--- config.mk ---
export PLATFORM = sky130hd
export DESIGN_NAME = song_draw_control
export DESIGN_NICKNAME = d
export VERILOG_FILES = /design/src/rtl/song_draw_pkg.sv /design/src/rtl/valid_delay.sv /design/src/rtl/song_draw_control.sv
export SDC_FILE = /design/constraint.sdc
export NUM_CORES = 1
export LEC_CHECK = 0
export BUFFER_PORTS_ARGS = -buffer_cell sky130_fd_sc_hd__buf_2
export CORE_MARGIN = 5
export CORE_UTILIZATION = 30
export DETAILED_ROUTE_END_ITERATION = 8
export SYNTH_ARGS = -nofsm -noshare
export SYNTH_HDL_FRONTEND = slang
export SYNTH_SLANG_ARGS = --single-unit
export TNS_END_PERCENT = 100
--- constraint.sdc ---
create_clock -name clock -period 3.2 [get_ports clock]
set_clock_uncertainty 0.05 [all_clocks]
set_input_delay 0.64 -clock clock [delete_from_list [all_inputs] [get_ports clock]]
set_output_delay 0.64 -clock clock [all_outputs]
set_load 0.01 [all_outputs]
--- src/rtl/song_draw_pkg.sv ---
// Shared state encoding and play-field geometry for the note-highway controller.
package song_draw_pkg;

  typedef enum logic [3:0] {
    IDLE,
    CLEAR,
    CLEAR_DRAIN,
    WAIT_BEAT,
    SHIFT,
    BOX_SETUP,
    DRAW,
    DRAW_DRAIN,
    DONE
  } state_t;

  localparam int unsigned FIELD_W   = 240;
  localparam int unsigned FIELD_H   = 180;
  localparam int unsigned BOX_W     = 30;
  localparam int unsigned BOX_H     = 60;
  localparam int unsigned NUM_BOXES = 12;

endpackage

--- src/rtl/valid_delay.sv ---
// Fixed-depth shift register that delays a valid strobe to match datapath latency.
module valid_delay #(
  parameter int unsigned DEPTH = 2
) (
  input  logic clock,
  input  logic reset,
  input  logic in,
  output logic out
);

  logic [DEPTH-1:0] pipe;

  always_ff @(posedge clock) begin
    if (reset) begin
      pipe <= '0;
    end else begin
      pipe[0] <= in;
      for (int unsigned i = 1; i < DEPTH; i++) begin
        pipe[i] <= pipe[i-1];
      end
    end
  end

  assign out = pipe[DEPTH-1];

endmodule

--- src/rtl/song_draw_control.sv ---
// Control FSM for the note-highway datapath: field clear, per-beat lane shift, box redraw.
module song_draw_control
  import song_draw_pkg::*;
#(
  parameter int unsigned BEAT_CYCLES = 1000000,
  parameter int unsigned SONG_STEPS  = 112,
  parameter int unsigned CLEAR_DELAY = 2,
  parameter int unsigned DRAW_DELAY  = 3
) (
  input  logic        clock,
  input  logic        reset,
  input  logic        start,
  output logic        shiftSong,
  output logic        loadDefault,
  output logic        writeDefault,
  output logic        loadX,
  output logic        loadY,
  output logic        loadStartAddress,
  output logic        writeToScreen,
  output logic        songDone,
  output logic [15:0] gridCounter,
  output logic [3:0]  boxCounter,
  output logic [14:0] pixelCount,
  output logic        plot,
  output logic        busy
);

  state_t      state, nextState;
  logic [7:0]  gridX, gridY;
  logic [7:0]  pixX;
  logic [6:0]  pixY;
  logic [3:0]  boxCount;
  logic [31:0] beatCount;
  logic [15:0] stepCount;
  logic [15:0] drainCount;
  logic        clearIssue, drawIssue, clearPlot, drawPlot;

  logic clearLast, boxLast, lastBox, clearDrainLast, drawDrainLast, beatDue, songEnd;

  assign clearLast      = (gridX == 8'(FIELD_W - 1)) && (gridY == 8'(FIELD_H - 1));
  assign boxLast        = (pixX == 8'(BOX_W - 1)) && (pixY == 7'(BOX_H - 1));
  assign lastBox        = (boxCount == 4'(NUM_BOXES));
  assign clearDrainLast = (drainCount == 16'(CLEAR_DELAY - 1));
  assign drawDrainLast  = (drainCount == 16'(DRAW_DELAY - 1));
  assign beatDue        = (beatCount >= 32'(BEAT_CYCLES - 1));
  assign songEnd        = (stepCount == 16'(SONG_STEPS));

  always_ff @(posedge clock) begin
    if (reset) state <= IDLE;
    else       state <= nextState;
  end

  always_comb begin
    nextState = state;
    case (state)
      IDLE:        if (start) nextState = CLEAR;
      CLEAR:       if (clearLast) nextState = CLEAR_DRAIN;
      CLEAR_DRAIN: if (clearDrainLast) nextState = SHIFT;
      WAIT_BEAT:   if (beatDue) nextState = SHIFT;
      SHIFT:       nextState = BOX_SETUP;
      BOX_SETUP:   nextState = DRAW;
      DRAW:        if (boxLast) nextState = lastBox ? DRAW_DRAIN : BOX_SETUP;
      DRAW_DRAIN:  if (drawDrainLast) nextState = songEnd ? DONE : WAIT_BEAT;
      DONE:        if (start) nextState = CLEAR;
      default:     nextState = IDLE;
    endcase
  end

  always_comb begin
    shiftSong        = 1'b0;
    loadDefault      = 1'b0;
    writeDefault     = 1'b0;
    loadX            = 1'b0;
    loadStartAddress = 1'b0;
    writeToScreen    = 1'b0;
    songDone         = 1'b0;
    busy             = 1'b1;
    clearIssue       = 1'b0;
    drawIssue        = 1'b0;
    case (state)
      IDLE:        busy = 1'b0;
      CLEAR:       begin loadDefault = 1'b1; writeDefault = 1'b1; clearIssue = 1'b1; end
      CLEAR_DRAIN: writeDefault = 1'b1;
      SHIFT:       shiftSong = 1'b1;
      BOX_SETUP:   begin loadStartAddress = 1'b1; writeToScreen = 1'b1; end
      DRAW:        begin loadX = 1'b1; writeToScreen = 1'b1; drawIssue = 1'b1; end
      DRAW_DRAIN:  begin loadX = 1'b1; writeToScreen = 1'b1; end
      DONE:        begin songDone = 1'b1; busy = 1'b0; end
      default:     ;
    endcase
  end

  assign loadY = loadX;

  // beatCount reads 0 during the SHIFT cycle itself, so it is reloaded with 1 for the cycle after.
  always_ff @(posedge clock) begin
    if (reset) begin
      gridX      <= '0;
      gridY      <= '0;
      pixX       <= '0;
      pixY       <= '0;
      boxCount   <= '0;
      beatCount  <= '0;
      stepCount  <= '0;
      drainCount <= '0;
    end else begin
      drainCount <= ((state == CLEAR_DRAIN && !clearDrainLast) ||
                     (state == DRAW_DRAIN && !drawDrainLast)) ? drainCount + 16'd1 : '0;

      if (state == SHIFT)            beatCount <= 32'd1;
      else if (state == CLEAR_DRAIN) beatCount <= '0;
      else if (beatCount != '1)      beatCount <= beatCount + 32'd1;

      if (state == CLEAR_DRAIN) stepCount <= '0;
      else if (state == SHIFT)  stepCount <= stepCount + 16'd1;

      if ((state == IDLE || state == DONE) && start) begin
        gridX <= '0;
        gridY <= '0;
      end else if (state == CLEAR && !clearLast) begin
        if (gridY == 8'(FIELD_H - 1)) begin
          gridY <= '0;
          gridX <= gridX + 8'd1;
        end else begin
          gridY <= gridY + 8'd1;
        end
      end

      case (state)
        SHIFT: begin
          boxCount <= 4'd1;
          pixX     <= '0;
          pixY     <= '0;
        end
        DRAW: begin
          if (boxLast) begin
            if (!lastBox) begin
              boxCount <= boxCount + 4'd1;
              pixX     <= '0;
              pixY     <= '0;
            end
          end else if (pixY == 7'(BOX_H - 1)) begin
            pixY <= '0;
            pixX <= pixX + 8'd1;
          end else begin
            pixY <= pixY + 7'd1;
          end
        end
        DRAW_DRAIN: begin
          if (drawDrainLast) begin
            boxCount <= '0;
            pixX     <= '0;
            pixY     <= '0;
          end
        end
        default: ;
      endcase
    end
  end

  assign gridCounter = {gridX, gridY};
  assign pixelCount  = {pixX, pixY};
  assign boxCounter  = boxCount;

  valid_delay #(.DEPTH(CLEAR_DELAY)) clearDelay (
    .clock (clock),
    .reset (reset),
    .in    (clearIssue),
    .out   (clearPlot)
  );

  valid_delay #(.DEPTH(DRAW_DELAY)) drawDelay (
    .clock (clock),
    .reset (reset),
    .in    (drawIssue),
    .out   (drawPlot)
  );

  assign plot = clearPlot | drawPlot;

endmodule

* Word-level counts from Yosys, hierarchy flattened
Cells that the tools add are included.
Widths: inputs -> output; s select.
** Storage, ports and cells
- Word-level logic and storage cells :: 112
- Bits of input ports :: 3
- Output and inout port bits :: 45
- Register bits after elaboration :: 108
** Operators by class
- Bitwise operators :: 2
- Multiplexer cells :: 36
- Reduce and logical (&&, ||, !) cells :: 27
- Equal/unequal tests :: 26
- $add $sub $neg :: 8
- $lt $le $gt $ge :: 1
** Operators with widths (number)
- $mux 4 :: 10
- $mux 8 :: 5
- $add 16x1->16 const B :: 2
- $add 32x1->32 const B :: 1
- $ge 32x20->1 const B :: 1
- $ne 32x32->1 const B :: 1
- $pmux 4 s8 :: 1
- $mux 7 :: 4
- $add 8x1->8 const B :: 3
- $pmux 8 s3 :: 1
- $pmux 7 s3 :: 1
- $eq 16x1->1 const B :: 1
- $eq 16x2->1 const B :: 1
- $eq 16x7->1 const B :: 1
- $eq 4x3->1 const B :: 4
- $eq 8x8->1 const B :: 2
- $mux 1 :: 12
- $ne 2x2->1 const B :: 6
- $pmux 4 s3 :: 1
- $reduce_or 2->1 :: 6
- $eq 4x2->1 const B :: 2
- $eq 4x4->1 const B :: 2
- $eq 8x5->1 const B :: 1
- $reduce_and 4->1 :: 2
- other kinds (18) :: 29

* Depth between registers and ports, before layout
- Depth in word-level cells :: 6
- Gate-level depth with buffers :: 9
- Depth with buffers taken out :: 8

* By module
A second synthesis with hierarchy kept.
** Second synthesis, totals
- Cell total of the unflattened synthesis :: 623
- Area total of the unflattened synthesis :: 5178.7 um^2
** Modules (own cells, without submodules)
- song_draw_control :: area an instance 5047.3 um^2, sequential area each 2062.0 um^2, cells an instance 613, times used 1
- valid_delay at drawDelay :: area an instance 78.8 um^2, sequential area each 60.1 um^2, cells an instance 6, times used 1
- valid_delay at clearDelay :: area an instance 52.6 um^2, sequential area each 40.0 um^2, cells an instance 4, times used 1

* Worst setup path before layout
No wires, ideal clock.
- Kind :: register to register
- From :: reg pixY[0]
- To :: reg state[3]
- Library setup time :: 0.071 ns
- Required time :: 3.079 ns
- Path buffers :: 0
- Stages on the path, launching flop included :: 8
- Period minus slack after synthesis :: 2.499 ns
- Data arrival time :: 2.379 ns
- Setup slack :: 0.701 ns
- Path through :: dfxtp_1 -> ha_1 -> and4bb_2 -> nor2b_1 -> a21oi_1 -> or4_4 -> or4_1 -> a21oi_1
** Between the ends
- Longest elaborated chain between the ends :: 4
** RTL lines
- from (decl) :: line song_draw_control.sv:31 : logic [6:0] pixY;
- from (signal assigned) :: line song_draw_control.sv:146 : pixY <= pixY + 7'd1;
- $eq 7x6->1 :: line song_draw_control.sv:41 : assign boxLast = (pixX == 8'(BOX_W - 1)) && (pixY == 7'(BOX_H - 1));
- $logic_and 1x1->1 :: line song_draw_control.sv:41
- $ne 2x2->1 (no source line)
- $reduce_and 6->1 (no source line)
- to (signal assigned) :: line song_draw_control.sv:50 : else state <= nextState;
- to (decl) :: line song_draw_control.sv:28 : state_t state, nextState;
No other way between the ends.
A chain may end at the register's enable or synchronous reset.

* Worst setup path after layout
Same ends and word-level chain as after synthesis.

==> impl_metrics.env <==
export IMPL_route_top_layer_used="met4"
export IMPL_detail_route_wl_per_cell_um=12.4
export IMPL_r2r_worst_path_cells=7
export IMPL_critical_path_required_ns=3.44
export IMPL_yosys_area_top_type_share=0.414
export IMPL_sequential_area_share_after_synthesis=0.414
export IMPL_yosys_register_bits=108
export IMPL_crit_end="state[3]"
export IMPL_end_kind="flip-flop"
export IMPL_tritoncts="done"
export IMPL_area_growth_syn_to_layout_pct=16.3
export IMPL_async_flop_share=0
export IMPL_wl_met2_mm=4.76
export IMPL_syn_cell_area_um2=5230
export IMPL_clkSinkCount=108
export IMPL_number_of_global_route_vias_before_repair=3973
export IMPL_finalSetupTns_ns=0
export IMPL_floorplan_initialDensity=0.304
export IMPL_cts_made_buffers=9
export IMPL_post_route_period_util=0.838
export IMPL_io_pins=48
export IMPL_setup_violations_final=0
export IMPL_p_leak_nw=2.22
export IMPL_timing_hold_worst_class="flip-flop to flip-flop"
export IMPL_num_nets_final=683
export IMPL_drv_slew=0
export IMPL_worst_path_arrival_time_ns=2.92
export IMPL_report_final_hold_viol_count=0
export IMPL_detail_route_wirelength_mm=11.1
export IMPL_synthDominantAreaCellType="sky130_fd_sc_hd__dfxtp_1"
export IMPL_tmin_final_ns=2.68
export IMPL_count_of_flip_flops_with_a_built_in_enable_after_synthesis=0
export IMPL_cap_viol_max_count=0
export IMPL_grt_setup_unrepaired="no"
export IMPL_drt_iter0_markers=187
export IMPL_nFillCells=1812
export IMPL_clk_pin_slew_ns=0.07
export IMPL_max_vdd_ir_drop_uv=389
export IMPL_clock_root_buffer="sky130_fd_sc_hd__clkbuf_16"
export IMPL_cts_path_max_buffers=2
export IMPL_startpoint_type="flip-flop"
export IMPL_gr_total_overflow=0
export IMPL_grt_total_usage=0.112
export IMPL_final_instance_count_excl_fill=897
export IMPL_netlist_instances=621
export IMPL_dominantRegCellSynth="sky130_fd_sc_hd__dfxtp_1"
export IMPL_clkLatencyLatePin_ns=0.35
export IMPL_post_layout_total_power_mw=3.37
export IMPL_num_rows=48
export IMPL_grt_antenna_before_repair=0
export IMPL_synthesis_warnings=0
export IMPL_maxSlewHeadroom=0.315
export IMPL_grt_start_max_net_pins=32
export IMPL_maxClockFrequency_mhz=373
export IMPL_synth_top_cells_by_area="sky130_fd_sc_hd__dfxtp_1 41%, sky130_fd_sc_hd__nor2_1 8.0%, sky130_fd_sc_hd__xor2_1 6.4%"
export IMPL_reg2reg_slack_ns=0.52
export IMPL_n_antenna_cell=0
export IMPL_worstSetupPathType="flip-flop to flip-flop"
export IMPL_grt_pass1_wl_mm=18.8
export IMPL_final_routed_drc_violation_total=0
export IMPL_post_drt_via_cell_ratio=4.83
export IMPL_timing_critical_path_fanout_max=7
export IMPL_post_detailed_route_count_of_antenna_violating_nets=0
export IMPL_worst_setup_path_startpoint="pixY[0]"
export IMPL_finalWeightedCongestion=0.812
export IMPL_layout_setup_ws_ns=0.517
export IMPL_synth_fp_nets=637
export IMPL_cts_hold_buffers=0
export IMPL_dp_cells=881
export IMPL_die_w_um=142
export IMPL_met1_length_mm=5.63
export IMPL_max_slew_worst_pin_slew_ns=1.03
export IMPL_synth_cell_type_count=52
export IMPL_mostFrequentLayoutCell="sky130_fd_sc_hd__nor2_1"
export IMPL_detailed_place_hpwl_mm=7.93
export IMPL_route_vias_total=4334
export IMPL_timing_rr_start="pixY[0]"
export IMPL_wire_length_on_met3_um=578
export IMPL_most_common_layout_cells="111 x sky130_fd_sc_hd__nor2_1, 108 x sky130_fd_sc_hd__dfxtp_1, 47 x sky130_fd_sc_hd__buf_2"
export IMPL_post_cts_repair_setup_buffers=0
export IMPL_run_status="finished, final reports clean"
export IMPL_fp_dieArea_um2=20200
export IMPL_drive_gt1_frac=0.131
export IMPL_fp_dieH_um=142
export IMPL_drt_pass1_iterations=4
export IMPL_io_buffers=47
export IMPL_dp_worst_setup_slack_ns=0.558
export IMPL_post_cts_resized=0
export IMPL_cts_max_level=3
export IMPL_power_density_nw_per_um2=555
export IMPL_syn_mean_instance_area_um2=8.42
export IMPL_worst_reg2reg_path_endpoint="state[3]"
export IMPL_floorplan_core_area_um2=17200
flip-flops by register name (all words and copies together) (netlist names):
register,count
pixX,8
clearDelay.pipe,2
stepCount,16
gridY,8
drawDelay.pipe,3
boxCounter,4
beatCount,32
pixY,7
state,4
drainCount,16
gridX,8
per-stage QoR:
step	hold WS, ns	cell area, um^2	utilization
6_report	0.378	6080	0.354
4_1_cts	0.386	6080	0.354
3_3_place_gp	0.377	5740	0.334
5_1_grt	0.407	6080	0.354
3_5_place_dp	0.370	5740	0.334
2_1_floorplan	0.364	5230	-
per-layer routing:
metal | vias to the layer above | track usage
met5 | - | 0
met4 | 0 | 0.0359
met3 | 11 | 0.0306
met2 | 86 | 0.173
met1 | 1992 | 0.153
li1 | 2245 | -
worst max-delay path: stages (launching register included):
cell and delay [ns]:
sky130_fd_sc_hd__dfxtp_1 0.41, sky130_fd_sc_hd__ha_1 0.24, sky130_fd_sc_hd__and4bb_2 0.25, sky130_fd_sc_hd__nor2b_1 0.25
sky130_fd_sc_hd__a21oi_1 0.22, sky130_fd_sc_hd__or4_4 0.54, sky130_fd_sc_hd__or4_1 0.51, sky130_fd_sc_hd__a21oi_1 0.15
layout make-up:
type | instances | area [um^2] | share of cell area
multi-input cells | 473 | 2910 | 0.479
flip-flops and latches | 108 | 2160 | 0.356
repair buffers | 59 | 325 | 0.0535
well taps | 225 | 282 | 0.0463
clock buffers | 11 | 253 | 0.0416
clock inverters | 5 | 82.6 | 0.0136
inverters | 16 | 60.1 | 0.00988
power by group:
part | leakage, nW | internal [mW] | switching [mW]
clock network | 0.166 | 0.732 | 0.509
registers | 0.871 | 1.40 | 0.0678
logic | 1.18 | 0.234 | 0.430
total | 2.22 | 2.36 | 1.01
Yosys cell counts (8+ instances only):
cell / n
sky130_fd_sc_hd__nor2_1: 111
sky130_fd_sc_hd__dfxtp_1: 108
sky130_fd_sc_hd__xor2_1: 38
sky130_fd_sc_hd__nand2_1: 36
sky130_fd_sc_hd__xnor2_1: 36
sky130_fd_sc_hd__nand3_1: 33
sky130_fd_sc_hd__nor3_1: 28
sky130_fd_sc_hd__a21oi_1: 21
sky130_fd_sc_hd__nand4_1: 18
sky130_fd_sc_hd__nor4_1: 17
sky130_fd_sc_hd__clkbuf_1: 16
sky130_fd_sc_hd__inv_1: 15
sky130_fd_sc_hd__and3_1: 14
sky130_fd_sc_hd__ha_1: 13
sky130_fd_sc_hd__o21ai_0: 13
sky130_fd_sc_hd__or3_1: 9
sky130_fd_sc_hd__and4_1: 8
how the worst min path moves through the flow:
stage	slack (ns)	from	cells after the start	to
global route	0.41	clearDelay.pipe[0]	1	clearDelay.pipe[1]
finish	0.38	drawDelay.pipe[1]	1	drawDelay.pipe[2]
global placement	0.38	drawDelay.pipe[1]	1	drawDelay.pipe[2]
detailed placement	0.37	clearDelay.pipe[0]	1	clearDelay.pipe[1]
floorplan	0.36	clearDelay.pipe[0]	1	clearDelay.pipe[1]
CTS	0.39	clearDelay.pipe[0]	1	clearDelay.pipe[1]
logic make-up after synthesis:
family	Yosys count	share of synthesized area
muxes	4	0.00766
and+or+nand+nor	327	0.329
xor gates and xnor gates	74	0.124
adders and majority gates	13	0.0311
AOI/OAI and AO/OA	55	0.0644
buffers and inverters	40	0.0304
DFF	108	0.414
No activity file was read; power rests on OpenSTA's default activity.
